File: src/rtl/mem_port_arbiter.sv
// N-requester front end for a single memory with separate read/write ports.
// Independent round-robin arbiters per channel; read data is steered back by a tag pipeline.
module mem_port_arbiter #(
  parameter int unsigned N_PORTS      = 4,
  parameter int unsigned ADDR_W       = 32,
  parameter int unsigned DATA_W       = 32,
  parameter int unsigned READ_LATENCY = 1
) (
  input  logic                        clk,
  input  logic                        rst_n,
  input  logic [N_PORTS-1:0]          req_r_en,
  input  logic [N_PORTS*ADDR_W-1:0]   req_r_addr,
  input  logic [N_PORTS-1:0]          req_w_en,
  input  logic [N_PORTS*ADDR_W-1:0]   req_w_addr,
  input  logic [N_PORTS*DATA_W-1:0]   req_w_data,
  output logic [N_PORTS-1:0]          req_r_gnt,
  output logic [N_PORTS-1:0]          req_w_gnt,
  output logic [N_PORTS-1:0]          req_r_valid,
  output logic [DATA_W-1:0]           req_r_data,
  output logic                        mem_r_en,
  output logic [ADDR_W-1:0]           mem_r_addr,
  input  logic [DATA_W-1:0]           mem_r_data,
  output logic                        mem_w_en,
  output logic [ADDR_W-1:0]           mem_w_addr,
  output logic [DATA_W-1:0]           mem_w_data
);

  localparam int unsigned PTR_W = (N_PORTS > 1) ? $clog2(N_PORTS) : 1;
  typedef logic [PTR_W-1:0] ptr_t;

  ptr_t rd_ptr_q, rd_ptr_d;
  ptr_t wr_ptr_q, wr_ptr_d;
  ptr_t w_idx, r_idx, blk_idx;
  ptr_t w_cand, r_cand;
  logic w_any, r_any, blk_any;

  logic [ADDR_W-1:0] r_addr_a [N_PORTS];
  logic [ADDR_W-1:0] w_addr_a [N_PORTS];
  logic [DATA_W-1:0] w_data_a [N_PORTS];
  logic [N_PORTS-1:0] tag_q [READ_LATENCY];

  // Modulo-N_PORTS wrap, correct for non-power-of-two port counts.
  function automatic ptr_t rot(input ptr_t base, input int unsigned off);
    logic [PTR_W:0] s;
    s = {1'b0, base} + (PTR_W+1)'(off);
    if (s >= (PTR_W+1)'(N_PORTS)) s = s - (PTR_W+1)'(N_PORTS);
    return s[PTR_W-1:0];
  endfunction

  always_comb begin
    for (int unsigned k = 0; k < N_PORTS; k++) begin
      r_addr_a[k] = req_r_addr[k*ADDR_W +: ADDR_W];
      w_addr_a[k] = req_w_addr[k*ADDR_W +: ADDR_W];
      w_data_a[k] = req_w_data[k*DATA_W +: DATA_W];
    end
  end

  always_comb begin
    w_any  = 1'b0;
    w_idx  = '0;
    w_cand = '0;
    for (int unsigned i = 0; i < N_PORTS; i++) begin
      w_cand = rot(wr_ptr_q, i);
      if (!w_any && req_w_en[w_cand]) begin
        w_any = 1'b1;
        w_idx = w_cand;
      end
    end
    w_any    = w_any & rst_n;
    wr_ptr_d = w_any ? rot(w_idx, 1) : wr_ptr_q;
    for (int unsigned k = 0; k < N_PORTS; k++) begin
      req_w_gnt[k] = w_any && (w_idx == ptr_t'(k));
    end
  end

  assign mem_w_en   = w_any;
  assign mem_w_addr = w_addr_a[w_idx];
  assign mem_w_data = w_data_a[w_idx];

  // A read colliding with this cycle's write is skipped; the first such port
  // becomes the new pointer so it keeps its turn for the next cycle.
  always_comb begin
    r_any   = 1'b0;
    r_idx   = '0;
    blk_any = 1'b0;
    blk_idx = '0;
    r_cand  = '0;
    for (int unsigned i = 0; i < N_PORTS; i++) begin
      r_cand = rot(rd_ptr_q, i);
      if (!r_any && req_r_en[r_cand]) begin
        if (w_any && (r_addr_a[r_cand] == mem_w_addr)) begin
          if (!blk_any) begin
            blk_any = 1'b1;
            blk_idx = r_cand;
          end
        end else begin
          r_any = 1'b1;
          r_idx = r_cand;
        end
      end
    end
    r_any = r_any & rst_n;
    if (!r_any)       rd_ptr_d = rd_ptr_q;
    else if (blk_any) rd_ptr_d = blk_idx;
    else              rd_ptr_d = rot(r_idx, 1);
    for (int unsigned k = 0; k < N_PORTS; k++) begin
      req_r_gnt[k] = r_any && (r_idx == ptr_t'(k));
    end
  end

  assign mem_r_en   = r_any;
  assign mem_r_addr = r_addr_a[r_idx];

  always_ff @(posedge clk or negedge rst_n) begin
    if (!rst_n) begin
      rd_ptr_q <= '0;
      wr_ptr_q <= '0;
      for (int unsigned i = 0; i < READ_LATENCY; i++) tag_q[i] <= '0;
    end else begin
      rd_ptr_q <= rd_ptr_d;
      wr_ptr_q <= wr_ptr_d;
      tag_q[0] <= req_r_gnt;
      for (int unsigned i = 1; i < READ_LATENCY; i++) tag_q[i] <= tag_q[i-1];
    end
  end

  assign req_r_valid = tag_q[READ_LATENCY-1];
  assign req_r_data  = mem_r_data;

endmodule

File: config.mk
export PLATFORM = sky130hd
export DESIGN_NAME = mem_port_arbiter
export DESIGN_NICKNAME = d
export VERILOG_FILES = /design/src/rtl/mem_port_arbiter.sv
export SDC_FILE = /design/constraint.sdc
export NUM_CORES = 1
export LEC_CHECK = 0
export CAP_MARGIN = 10
export CORE_AREA = 10 10 216 218
export CTS_CLUSTER_DIAMETER = 120
export DETAILED_ROUTE_END_ITERATION = 6
export DIE_AREA = 0 0 226 228
export GPL_TIMING_DRIVEN = 0
export SLEW_MARGIN = 20
export SYNTH_ARGS = -nofsm -noshare
export SYNTH_HDL_FRONTEND = slang
export SYNTH_SLANG_ARGS = --single-unit
File: constraint.sdc
create_clock -name clk -period 7.2 [get_ports clk]
set_input_delay 1.44 -clock clk [delete_from_list [all_inputs] [get_ports clk]]
set_output_delay 1.44 -clock clk [all_outputs]
set_load 0.1 [all_outputs]
==> flow_results.org <==
** Outcome
- Outcome :: complete, but fails checks
- The final reports fail on setup timing.

** GRT
- The via count of the first global-routing pass came to 12,500.
- The first global-routing pass estimated 93,200 µm of wire.
- For this run the aggregate overflow at the end of global routing stands at 0.
- Antenna violations before repair :: 13
- Entering global routing, the biggest net connects 13 pins.
- GR Util All Layers :: 0.246

** Synthesis
- Distinct cell type count of the synthesized netlist :: 76
- Mapped Nets :: 1,531
- After synthesis, the share of flip-flops with an asynchronous set or reset is 1.00.
- Share of the synthesized area in the top cell type :: 0.228
- Top post-synthesis cells by area :: sky130_fd_sc_hd__mux4_2 23%, sky130_fd_sc_hd__mux2i_1 15%, sky130_fd_sc_hd__nand2_1 8.5%
- Synthesis produced between 1,000 and 1,500 cells.
- In this run, synthesis produced a sequential element count of 8.
- Of all cell types, the one taking the most synthesized area is sky130_fd_sc_hd__mux4_2.
- Count of flip-flops with a built-in enable after synthesis :: 0
- Of the synthesized area, sequential elements account for 0.0220.
- During synthesis, Yosys emitted a total of 0 warnings.
- Summed instance area of the synthesized netlist :: 9080 µm²
- Synthesized area divided by synthesized cell count :: 8.28 µm²
- Among all flip-flop cells after synthesis, the most frequent one is sky130_fd_sc_hd__dfrtp_1.

** CTS
- In this run the number of H-tree levels came out at 1.
- After clock tree synthesis, the clock-pin slew on the worst setup and hold paths is 40 ps.
- Buffers inserted during clock tree synthesis total 3.
- Clock tree synthesis found a total of 8 sinks.
- Clock network latency to the later pin of the worst-skew pair :: 240 ps
- Count of hold-fix buffers inserted at cts :: 0
- In this run the deepest clock path goes through 2 buffers.
- The tree is rooted in a sky130_fd_sc_hd__clkbuf_16.
- TritonCTS built the clock tree.

** Final layout
- Fill cells :: 4,080
- Layout cell share with drive strength beyond 1 :: 0.316
- Area growth syn-to-layout :: 104%
- Commonest non-fill, non-tap cell in the layout :: sky130_fd_sc_hd__clkdlybuf4s50_1
- Final instance count without filler cells :: 2,278
- Most frequent cells in the layout :: 494 x sky130_fd_sc_hd__clkdlybuf4s50_1, 205 x sky130_fd_sc_hd__nand2_1, 99 x sky130_fd_sc_hd__buf_4
- At the end of the flow, the number of nets in the layout was 2,162.

** Flow run
- Max-capacitance violation count :: 0

** Worst setup path
- In this run the worst path has a maximum fanout of 7.
- Data on the critical path arrives at its endpoint at 5900 ps.
- Worst setup EP type :: output port
- The critical path in this run is classified as input port to output port.
- For the worst setup path, the data required time is 5760 ps.
- STA classifies the critical path startpoint as an input port.

** Power and ir drop
- Overall power of the completed layout :: between 10 and 15 mW
- Cell-internal power :: 4.67 mW
- Sw Ratio :: 0.600
- For this design the total switching power over the nets is 7.01 mW.
- Of the total power, the clock network draws 0.008.
- Total power density per cell area :: 629 nW/µm²
- Across the VDD grid, the largest voltage drop is around 0.00052 V.
- Of the total power, combinational logic draws 0.985.
- In this run the static leakage power is 6.97 nW.
- Proportion of power drawn by flip-flops and latches :: 0.007

** Timing
- Final Skew :: 9.26 ps
- Final period demand of the worst path :: 7340 ps
- Share of the cycle needed by the critical path after routing :: 1.02
- Final setup violation count :: 36
- Worst-Margin Slew :: 1120 ps
- The number of endpoints with negative hold slack in the final report was 0.
- For this run, the top clock speed supported by timing is around 140 MHz.
- Crit path setup slack, layout :: -141 ps
- Measured against its own limit, the worst slew margin works out to 0.251.
- The final number of max-transition violations was 0.
- Setup repair after global routing could not meet its margin everywhere.

** Drt
- Remaining number of nets flagged by the antenna check after routing :: 0
- Per-cell via count in the routed design :: between 5 and 6
- Count of TritonRoute iterations in the first routing pass :: 6
- Remaining DRCs :: 0
- Across all layers, the routed design uses 12,200 vias.
- After detailed routing, the average wire length per cell comes to 29.7 µm.
- The final layout contains routed wiring with a total length of 67,600 µm.
- After the first detailed-routing iteration, the DRC count stood at 1,284.

** Die
- Core Region :: 42,500 µm²
- For this configuration, the core starts out at a cell density of 0.214.
- Die Outline Area :: 51,500 µm²
- Die span in x :: 226 µm
- Measured along the y axis, the die boundary spans 228 µm.
- IO Pins :: 568
- After floorplanning, the core was divided into 76 placement rows.

** Place
- At the placement stage, the worst setup path has a slack of -2670 ps.
- Port Buf Inserts :: between 500 and 600
- Placed cells :: 2,178
- Detailed placement ended at an HPWL of 54,700 µm.
- Final estimated routing congestion in global placement :: roughly 1

** Hold path
- In this run the worst hold path is classified as register to register.
[worst paths after layout]
path | slack [ps] | startpoint | cells past startpoint | to
setup / recovery | -140 | req_w_en[3] | 23 | mem_r_addr[4]
hold / removal | 620 | wr_ptr_q[0]$_DFFE_PN0P_ | 2 | wr_ptr_q[0]$_DFFE_PN0P_
setup reg to reg | 1080 | rd_ptr_q[1]$_DFFE_PN0P_ | 21 | rd_ptr_q[1]$_DFFE_PN0P_
hold reg to reg | 620 | wr_ptr_q[0]$_DFFE_PN0P_ | 2 | wr_ptr_q[0]$_DFFE_PN0P_
max in group asynchronous | 5180 | rst_n | 1 | req_r_valid[3]$_DFF_PN0_
min in group asynchronous | 1600 | rst_n | 1 | rd_ptr_q[0]$_DFFE_PN0P_
[through the flow]
step | cell area [µm²] | TNS (ps) | util | hold slack (ps)
global placement | 15700 | -103570 | 0.370 | 595
global route | 18600 | -6270 | 0.437 | 692
detailed placement | 15700 | -106670 | 0.370 | 613
floorplan | 9690 | -1150 | - | 542
CTS | 17700 | -526 | 0.416 | 622
finish | 18600 | -3210 | 0.437 | 620
[area by class of cell]
| type | count | area, µm² | share of cell area |
|---|---|---|---|
| sequential | 8 | 200 | 0.0108 |
| antenna | 6 | 15.0 | 0.000808 |
| multi-input combinational | 945 | 9800 | 0.528 |
| tap | 546 | 683 | 0.0368 |
| inverter | 19 | 81.3 | 0.00438 |
| buffer | 124 | 996 | 0.0536 |
| clock buffer | 3 | 75.1 | 0.00404 |
| timing repair buffer | 627 | 6720 | 0.362 |
[power by group through the flow]
stage	combinational [mW]	clock [mW]	sequential [mW]
floorplan	6.73	0	0.130
global placement	9.19	0	0.0784
detailed placement	9.21	0	0.0787
CTS	10.6	0.0970	0.0806
global route	11.9	0.0991	0.0829
finish	11.5	0.0954	0.0815
[what timing repair did]
item | in CTS | in global routing
cloned | 6 | 3
pin swaps | 37 | 21
endpoints found under the setup margin | 71 | 37
setup buffers | 63 | 22
resized for setup | 504 | 126
[registers in the layout, indices dropped and copies added, names as in the netlist]
| signal | cells |
|---|---|
| rd_ptr_q | 2 |
| wr_ptr_q | 2 |
| req_r_valid | 4 |
[worst max-delay path: stages]
cell                       delay [ps]
sky130_fd_sc_hd__buf_12           100
sky130_fd_sc_hd__and4b_1          210
sky130_fd_sc_hd__a21o_1           210
sky130_fd_sc_hd__nor2_4           170
sky130_fd_sc_hd__buf_6            120
sky130_fd_sc_hd__buf_12           140
sky130_fd_sc_hd__buf_4            130
sky130_fd_sc_hd__mux2i_4          310
sky130_fd_sc_hd__mux2i_4          160
sky130_fd_sc_hd__buf_4            180
sky130_fd_sc_hd__xnor2_1          140
sky130_fd_sc_hd__nand4_1          320
sky130_fd_sc_hd__nor3_2           320
sky130_fd_sc_hd__nand4_1          250
sky130_fd_sc_hd__a21oi_2          210
sky130_fd_sc_hd__o21ai_2           80
sky130_fd_sc_hd__a211oi_4         310
sky130_fd_sc_hd__buf_6            180
sky130_fd_sc_hd__buf_12           140
sky130_fd_sc_hd__buf_16           170
sky130_fd_sc_hd__mux2i_4          260
sky130_fd_sc_hd__mux2i_4          110
sky130_fd_sc_hd__buf_12           190
[logic make-up (layout without fill, tap and decap cells)]
kind of cell / count (synthesis) / count (layout) / synth area share
other: 0 / 6 / 0
AO/OA/AOI/OAI: 181 / 181 / 0.148
XOR/XNOR: 117 / 117 / 0.113
buffers and inverters: 144 / 773 / 0.0892
flip-flops: 8 / 8 / 0.0220
AND/OR/NAND/NOR: 386 / 386 / 0.207
adder cells (fa/ha/maj): 8 / 8 / 0.0110
multiplexers: 253 / 253 / 0.410
[cell usage after synthesis (all sizes together) (3+ instances only)]
cell type,instances
buf,91
o21a,3
xor2,57
dfrtp,8
a31oi,50
nand4,17
mux2i,135
a21oi,35
o21ai,32
mux2,26
a21o,3
xnor2,60
o221ai,3
and2,11
and3,59
mux4,92
a21boi,4
nand3,13
a211oi,24
clkbuf,34
a22oi,3
nand2b,5
inv,17
nor4,18
a31o,4
nand2,207
nor2b,4
o22ai,3
nor3,10
nor2,31
a211o,3
ha,8
[metal layers]
| metal | track usage | share of wire | up-vias |
|---|---|---|---|
| met5 | 0 | 0.0013 | - |
| li1 | - | - | 5372 |
| met3 | 0.0729 | 0.10 | 140 |
| met2 | 0.425 | 0.49 | 765 |
| met4 | 0.0718 | 0.032 | 16 |
| met1 | 0.288 | 0.38 | 5949 |
Note: power is estimated with default switching activity, not from simulation.
